===== src/rtl/spi_pkg.sv =====
// Shared definitions for the SPI slave frame controller: state encoding,
// R/W bit meaning and the bit-counter width rule.
package spi_pkg;

   typedef enum logic [2:0] {
      IDLE       = 3'd0,
      ADDR       = 3'd1,
      WRITE      = 3'd2,
      READ_LOAD  = 3'd3,
      READ_SHIFT = 3'd4,
      NEXT       = 3'd5
   } state_e;

   localparam logic RW_WRITE = 1'b0;
   localparam logic RW_READ  = 1'b1;

   // Wide enough to hold ADDR_W (the R/W sample point) and DATA_W.
   function automatic int cnt_width(input int addr_w, input int data_w);
      int m;
      m = (addr_w + 1 > data_w) ? addr_w + 1 : data_w;
      return $clog2(m + 1);
   endfunction

endpackage


===== src/rtl/spi_bit_counter.sv =====
// Bit counter for the SPI frame: synchronous clear has priority over
// increment; tc flags when the count equals the supplied terminal value.
module spi_bit_counter #(
   parameter int CW = 4
) (
   input  logic          clk,
   input  logic          rst_n,
   input  logic          clr_i,
   input  logic          inc_i,
   input  logic [CW-1:0] tc_val_i,
   output logic [CW-1:0] cnt_o,
   output logic          tc_o
);

   logic [CW-1:0] cnt_q;

   always_ff @(posedge clk or negedge rst_n) begin
      if (!rst_n) begin
         cnt_q <= '0;
      end else if (clr_i) begin
         cnt_q <= '0;
      end else if (inc_i) begin
         cnt_q <= cnt_q + 1'b1;
      end
   end

   assign cnt_o = cnt_q;
   assign tc_o  = (cnt_q == tc_val_i);

endmodule


===== src/rtl/spi_slave_ctrl.sv =====
// SPI slave frame sequencer: address phase, then write or read words,
// optionally bursting at auto-incremented addresses while cs_n stays low.
//
// state      | meaning
// IDLE       | waiting for cs_n low
// ADDR       | shifting address bits, then sampling the R/W bit
// WRITE      | shifting one write word; last bit strobes dm_we
// READ_LOAD  | one clk; the following clk carries sr_we
// READ_SHIFT | MISO driven while one read word shifts out
// NEXT       | word boundary; burst advances address, else wait for cs_n
module spi_slave_ctrl
   import spi_pkg::*;
#(
   parameter int ADDR_W   = 7,
   parameter int DATA_W   = 8,
   parameter int BURST_EN = 1
) (
   input  logic clk,
   input  logic rst_n,
   input  logic sclk_pos,
   input  logic cs_n,
   input  logic shift_reg_out,
   output logic addr_we,
   output logic dm_we,
   output logic sr_we,
   output logic miso_buff,
   output logic addr_inc,
   output logic busy,
   output logic frame_err
);

   localparam int CW = cnt_width(ADDR_W, DATA_W);

   state_e        state_q, state_d;
   logic          dir_q, dir_d;
   logic          addr_we_q, addr_we_d, dm_we_q, dm_we_d, sr_we_q, sr_we_d;
   logic          miso_q, miso_d, inc_q, inc_d, busy_q, busy_d, err_q, err_d;
   logic [CW-1:0] cnt, tc_val;
   logic          tc, cnt_clr, cnt_inc;

   assign tc_val  = (state_q == ADDR) ? CW'(ADDR_W) : CW'(DATA_W - 1);
   assign cnt_clr = (state_d != state_q) || (state_q == IDLE);
   assign cnt_inc = sclk_pos && !cs_n && !cnt_clr &&
                    (state_q == ADDR || state_q == WRITE || state_q == READ_SHIFT);

   spi_bit_counter #(.CW(CW)) u_cnt (
      .clk      (clk),
      .rst_n    (rst_n),
      .clr_i    (cnt_clr),
      .inc_i    (cnt_inc),
      .tc_val_i (tc_val),
      .cnt_o    (cnt),
      .tc_o     (tc)
   );

   always_comb begin
      state_d   = state_q;
      dir_d     = dir_q;
      addr_we_d = 1'b0;
      dm_we_d   = 1'b0;
      sr_we_d   = 1'b0;
      inc_d     = 1'b0;
      err_d     = 1'b0;
      case (state_q)
         IDLE: if (!cs_n) state_d = ADDR;
         ADDR: begin
            if (cs_n) begin
               state_d = IDLE;
               err_d   = 1'b1;
            end else if (sclk_pos && tc) begin
               addr_we_d = 1'b1;
               dir_d     = shift_reg_out;
               state_d   = (shift_reg_out == RW_READ) ? READ_LOAD : WRITE;
            end
         end
         WRITE: begin
            if (cs_n) begin
               state_d = IDLE;
               err_d   = (cnt != '0);
            end else if (sclk_pos && tc) begin
               dm_we_d = 1'b1;
               state_d = NEXT;
            end
         end
         READ_LOAD: begin
            if (cs_n) begin
               state_d = IDLE;
            end else begin
               sr_we_d = 1'b1;
               state_d = READ_SHIFT;
            end
         end
         READ_SHIFT: begin
            if (cs_n) begin
               state_d = IDLE;
               err_d   = (cnt != '0);
            end else if (sclk_pos && tc) begin
               state_d = NEXT;
            end
         end
         NEXT: begin
            if (cs_n) begin
               state_d = IDLE;
            end else if (BURST_EN != 0) begin
               inc_d   = 1'b1;
               state_d = (dir_q == RW_READ) ? READ_LOAD : WRITE;
            end
         end
         default: state_d = IDLE;
      endcase
      miso_d = (state_d == READ_SHIFT);
      busy_d = (state_d != IDLE);
   end

   always_ff @(posedge clk or negedge rst_n) begin
      if (!rst_n) begin
         state_q   <= IDLE;
         dir_q     <= RW_WRITE;
         addr_we_q <= 1'b0;
         dm_we_q   <= 1'b0;
         sr_we_q   <= 1'b0;
         miso_q    <= 1'b0;
         inc_q     <= 1'b0;
         busy_q    <= 1'b0;
         err_q     <= 1'b0;
      end else begin
         state_q   <= state_d;
         dir_q     <= dir_d;
         addr_we_q <= addr_we_d;
         dm_we_q   <= dm_we_d;
         sr_we_q   <= sr_we_d;
         miso_q    <= miso_d;
         inc_q     <= inc_d;
         busy_q    <= busy_d;
         err_q     <= err_d;
      end
   end

   assign addr_we   = addr_we_q;
   assign dm_we     = dm_we_q;
   assign sr_we     = sr_we_q;
   assign miso_buff = miso_q;
   assign addr_inc  = inc_q;
   assign busy      = busy_q;
   assign frame_err = err_q;

endmodule


===== config.mk =====
export PLATFORM = sky130hd
export DESIGN_NAME = spi_slave_ctrl
export DESIGN_NICKNAME = d
export VERILOG_FILES = /design/src/rtl/spi_pkg.sv /design/src/rtl/spi_bit_counter.sv /design/src/rtl/spi_slave_ctrl.sv
export SDC_FILE = /design/constraint.sdc
export NUM_CORES = 1
export LEC_CHECK = 0
export BUFFER_PORTS_ARGS = -buffer_cell sky130_fd_sc_hd__buf_4
export CORE_ASPECT_RATIO = 1.4
export CORE_MARGIN = 5
export CORE_UTILIZATION = 40
export CTS_BUF_LIST = sky130_fd_sc_hd__clkbuf_4
export CTS_CLUSTER_DIAMETER = 100
export DETAILED_ROUTE_END_ITERATION = 10
export HOLD_SLACK_MARGIN = 0.08
export PLACE_DENSITY_LB_ADDON = 0.12
export RECOVER_POWER = 25
export SYNTH_ARGS = -nofsm -noshare
export SYNTH_HDL_FRONTEND = slang
export SYNTH_SLANG_ARGS = --single-unit
export TNS_END_PERCENT = 30

===== constraint.sdc =====
create_clock -name clk -period 3.2 [get_ports clk]
set_clock_uncertainty 0.1 [all_clocks]
set_input_delay 0.48 -clock clk [delete_from_list [all_inputs] [get_ports clk]]
set_output_delay 0.48 -clock clk [all_outputs]
set_load 0.02 [all_outputs]

### Word-level counts from Yosys, hierarchy flattened

Index checks and enable logic that the tools add are counted.
W data, S select, Z words.

| operators by class | value |
|---|---|
| bitwise logic cells | 1 |
| eq/ne operators | 8 |
| add/sub/neg operators | 1 |
| reductions and logical operators | 15 |
| mux-type cells | 22 |

Operators by type and width:

| operator | count |
|---|---|
| $mux W3 | 6 |
| $pmux W3 S5 | 1 |
| $mux W1 | 11 |
| $eq A3 B3 Y1 const B | 3 |
| $mux W4 | 2 |
| $eq A3 B2 Y1 const B | 2 |
| $add A4 B1 Y4 const B | 1 |
| $eq A4 B3 Y1 const B | 1 |
| $logic_and A1 B1 Y1 | 4 |
| $reduce_bool A4 Y1 | 1 |
| $eq A3 B1 Y1 const B | 1 |
| $logic_not A3 Y1 | 1 |
| $logic_or A1 B1 Y1 | 3 |
| $ne A3 B3 Y1 | 1 |
| $reduce_and A3 Y1 | 1 |
| $reduce_bool A3 Y1 | 1 |
| $logic_not A1 Y1 | 2 |
| $mux W2 | 1 |
| $pmux W1 S2 | 1 |
| $reduce_bool A2 Y1 | 1 |
| $reduce_or A2 Y1 | 1 |
| $not A1 Y1 | 1 |

| word-level totals | value |
|---|---|
| bits in registers | 15 |
| logic and storage cells | 57 |
| input port bits | 5 |

### Depth between registers and ports, before layout

| depth | value |
|---|---|
| word-level depth | 12 |
| gate-level depth with buffers | 6 |
| gate-level depth less buffers | 5 |

### By module

Synthesis repeated with hierarchy kept, for this count alone.

| unflattened totals | value |
|---|---|
| cells, all modules | 80 |
| area total of the unflattened synthesis | 809.5 µm² |

Modules (own cells, without submodules):

| module | area each (µm²) | sequential area each (µm²) | cells each | times used |
|---|---|---|---|---|
| spi_slave_ctrl | 575.6 | 275.3 | 59 | 1 |
| spi_bit_counter | 234.0 | 100.1 | 21 | 1 |

### Worst setup path after synthesis

OpenSTA, ideal clock, no wires.

| timing path | value |
|---|---|
| kind | register to register |
| start | register state_q[1] |
| end | register u_cnt.cnt_q[3] (netlist: u_cnt.cnt_o[3]) |
| slack | 1.384 ns |
| path buffers | 1 |
| data arrival time | 1.630 ns |
| clock period less this slack | 1.816 ns |
| stages on the path, launching flop included | 6 |
| cells stage by stage | dfrtp_1 > buf_6 > or3b_4 > a2bb2oi_2 > or3_1 > a211oi_2 |

| between the ends | value |
|---|---|
| word-level cells in the longest chain between the ends | 9 |
| elaborated cells between the ends (all ways) | 22 |
| those cells by class | 6 x eq/ne; 7 x mux; 9 x reduce/logical |

RTL lines:

| element | RTL line | text |
|---|---|---|
| start: declaration | spi_slave_ctrl.sv:34 | `state_e state_q, state_d;` |
| start signal: assignment | spi_slave_ctrl.sv:127 | `state_q <= state_d;` |
| $eq A3 B2 Y1, or another cell as far along | spi_slave_ctrl.sv:44, spi_slave_ctrl.sv:64 |  |
| $reduce_or A2 Y1 (no source line), or another cell as far along | n/a |  |
| $pmux W3 S5 | spi_slave_ctrl.sv:64 | `case (state_q)` |
| $ne A3 B3 Y1 | spi_slave_ctrl.sv:42 | `assign cnt_clr = (state_d != state_q) \|\| (state_q == IDLE);` |
| $logic_or A1 B1 Y1 | spi_slave_ctrl.sv:42 |  |
| $logic_not A1 Y1 | spi_slave_ctrl.sv:43 | `assign cnt_inc = sclk_pos && !cs_n && !cnt_clr &&` |
| $logic_and A1 B1 Y1 (2 in series) | spi_slave_ctrl.sv:43 |  |
| $reduce_bool A2 Y1 (no source line) | n/a |  |
| end signal: assignment | spi_bit_counter.sv:23 | `cnt_q <= cnt_q + 1'b1;` |
| end: declaration | spi_bit_counter.sv:15 | `logic [CW-1:0] cnt_q;` |

Parallel ways exist; a longest one is shown, timed or not.
A chain may end at the register's enable or synchronous reset.

### Worst setup path after layout

| timing path | value |
|---|---|
| start | register state_q[2] |
| end | register u_cnt.cnt_q[2] (netlist: u_cnt.cnt_o[2]) |

Same word-level chain as after synthesis.

==> impl_metrics.tcl <==
set metrics [dict create \
    slew_headroom_pct 48.92 \
    maxCapViolCount 0 \
    ant_nets 0 \
    power_frac_seq_pct 55.4 \
    p_per_area_mw_per_mm2 389.2 \
    wl_per_cell_um 13.73 \
    placementRows 19 \
    dp_slack_ps 1185 \
    period_minus_slack_ps 2030 \
    dieArea_mm2 0.003059 \
    worst_pin_slew_ps 766.2 \
    area_growth_pct 14.24 \
    firstDrtPassIters 4 \
    utilization_pct 47.88 \
    design_area_um2 933.4 \
    finalCritPeriodShare_pct 63.44 \
    drv_slew 0 \
    portBuffers 11 \
    p_sw_mw 0.09213 \
    wl_um 1565 \
    cts_resized 0 \
    dr.first_iter.drc_count 13 \
    swShare_pct 25.36 \
    cts.sinks 15 \
    cts_tree "yes" \
    placed_cell_area_um2 897.1 \
    placed_cells 109 \
    grt_usage_pct 11.53 \
    avgViaCountPerCell 5.588 \
    drc_errors 0 \
    fin_ws_ps 1170 \
    max_freq_ghz 0.4926 \
    multi_input_area_um2 394.1 \
    pwr-share-comb_pct 13.3 \
    hold_viol_final 0 \
    dp_hpwl_um 1201 \
    setup_viol 0 \
    crit_path_top_delay_cell "dfrtp_1" \
    initial_utilization_pct 41.91 \
    diodes 0 \
    cts_root_buf "clkbuf_4" \
    cellInternalPower_mw 0.2711 \
    synth_cells 82 \
    holdCritStartpoint "shift_reg_out" \
    ys_seq_area_share_pct 45.94 \
    p_leak_nw 0.4098 \
    stdcell_count 114 \
    grt_start_max_net_pins 16 \
    final_cell_mix "dfrtp_1, buf_4, inv_1, nor3_1, a21oi_1" \
    cts.path.max_buffers 2 \
    pwr-share-clk_pct 31.3 \
    startpoint "state_q[2]" \
    yosys.cell_types.count 37 \
    clk_transition_reported_paths_ps 90 \
    peakVddDrop_mv 0.1894 \
    die_h_um 63.48 \
    setup_tns_ps 0 \
    core_area_mm2 0.001949 \
    worstPathCellList "or3b_4 -> a2bb2oi_2 -> or3_1 -> a211oi_1" \
    slowest_delay_ps 570 \
    gr-total-overflow 0 \
    synth_seq_cells 15 \
    synth.avg_cell_area_um2 9.964 \
    grt_antenna_before_repair 0 \
    cp-end-kind "flop" \
    gp_congestion 0.7872 \
    syn_area_um2 817.0 \
    cts_buffers 3 \
    final_nets 101 \
    path_max_fanout 12 \
    worstPathArrival_ps 2110 \
    grt_pass1_vias 584 \
    rsz0062_at_grt "false" \
    drive_gt1_share_pct 20.43 \
    required_ps 3280 \
    layout_commonest_cell "dfrtp_1" \
    pin_count 12 \
    die_x_um 48.20 \
    seqCellArea_um2 375.4 \
    crit_path_start_kind "flop" \
    critPathKind "flop to flop" \
    htreeDepth 1 \
    hold_path.class "input pin to flop" \
    cts_hold_buf 1 \
    grt_first_pass_wirelength_um 2539 \
    syn_nets 89 \
    insertion_delay_ps 280 \
    vias 637 \
    whs_ps 337.2 \
    status "complete, no violations" \
    synth_warnings 0 \
    r2r-start "state_q[2]" \
    cts_setup_buffers 0 \
    power.total_mw 0.3633 \
    num-fill-cells 197 \
]
[cell type report]
class | instances | share of cell area (%)
Tap cell | 21 | 2.815
Timing Repair Buffer | 12 | 9.517
Multi-Input combinational cell | 57 | 42.23
Inverter | 5 | 2.011
Sequential cell | 15 | 40.21
Clock buffer | 4 | 3.217
[routing by layer]
metal	routed length, um	part of all wire [%]	vias to the layer above	GRT usage [%]
met5	0	0	-	0
met4	19	1.2	0	7.071
met3	103	6.6	2	1.709
met2	786	50	24	17.32
met1	655	42	294	14.61
li1	-	-	317	-
[state kept, by name, indices dropped and copies added (netlist names)]
signal / flops
dir_q: 1
addr_inc: 1
sr_we: 1
u_cnt.cnt_o: 4
frame_err: 1
addr_we: 1
miso_buff: 1
state_q: 3
dm_we: 1
busy: 1
[logic make-up after synthesis]
kind of cell / share of synthesized area, %
buf+inv: 5.820
flops: 45.94
fa+ha+maj: 3.062
compound gates: 18.68
simple gates: 20.67
xor+xnor: 3.217
mux: 2.603
[final timing paths]
kind	to	slack, ps	cells past startpoint
min in group asynchronous	addr_inc	680	2
hold reg to reg	dir_q	450	1
max in group asynchronous	u_cnt.cnt_o[3]	1850	2
setup / recovery	u_cnt.cnt_o[2]	1170	4
setup reg to reg	u_cnt.cnt_o[2]	1170	4
hold / removal	dir_q	340	2
[power groups by stage]
stage / sequential [mW] / clock, mW / combinational (mW)
3_3_place_gp: 0.205 / 0 / 0.0494
2_1_floorplan: 0.205 / 0 / 0.0301
3_5_place_dp: 0.205 / 0 / 0.0492
6_report: 0.201 / 0.114 / 0.0484
4_1_cts: 0.201 / 0.119 / 0.0500
5_1_grt: 0.202 / 0.129 / 0.0550
[cells in the mapped netlist]
library cell  count  share of area [%]
a211oi_2          1                1.5
and4b_1           1                1.2
o2bb2ai_1         1                1.1
a21o_1            1               0.92
nor2_1            4                1.8
or3b_4            1                1.4
inv_1             5                2.3
a31oi_1           1               0.77
a21oi_1           5                3.1
nor3b_1           1               0.92
or3_1             3                2.3
a2bb2oi_2         1                1.8
dfrtp_1          15                 46
mux2i_1           1                1.2
nand2b_1          4                3.1
o31ai_1           1               0.92
a32o_1            1                1.2
xor2_1            1                1.1
o21ba_2           1                1.2
nand4b_1          1                1.1
nand2_1           3                1.4
nor2b_1           1               0.77
xnor2_1           2                2.1
and3_1            1               0.77
nor4_1            1               0.77
mux2_2            1                1.4
o21ai_0           4                2.5
nand3_1           2                1.2
ha_1              2                3.1
clkbuf_1          2               0.92
or2b_1            1               0.92
a211oi_1          1               0.92
buf_6             1                1.4
buf_2             2                1.2
o21a_1            1               0.92
o211ai_1          2                1.8
nor3_1            5                3.1
[critical path, delay by kind of cell, from the launching register on]
family	cells	cell delay (ps)
AND/OR/NAND/NOR	2	780
flip-flops	1	570
AO/OA/AOI/OAI	2	480
No activity file was read; power rests on OpenSTA's default activity.
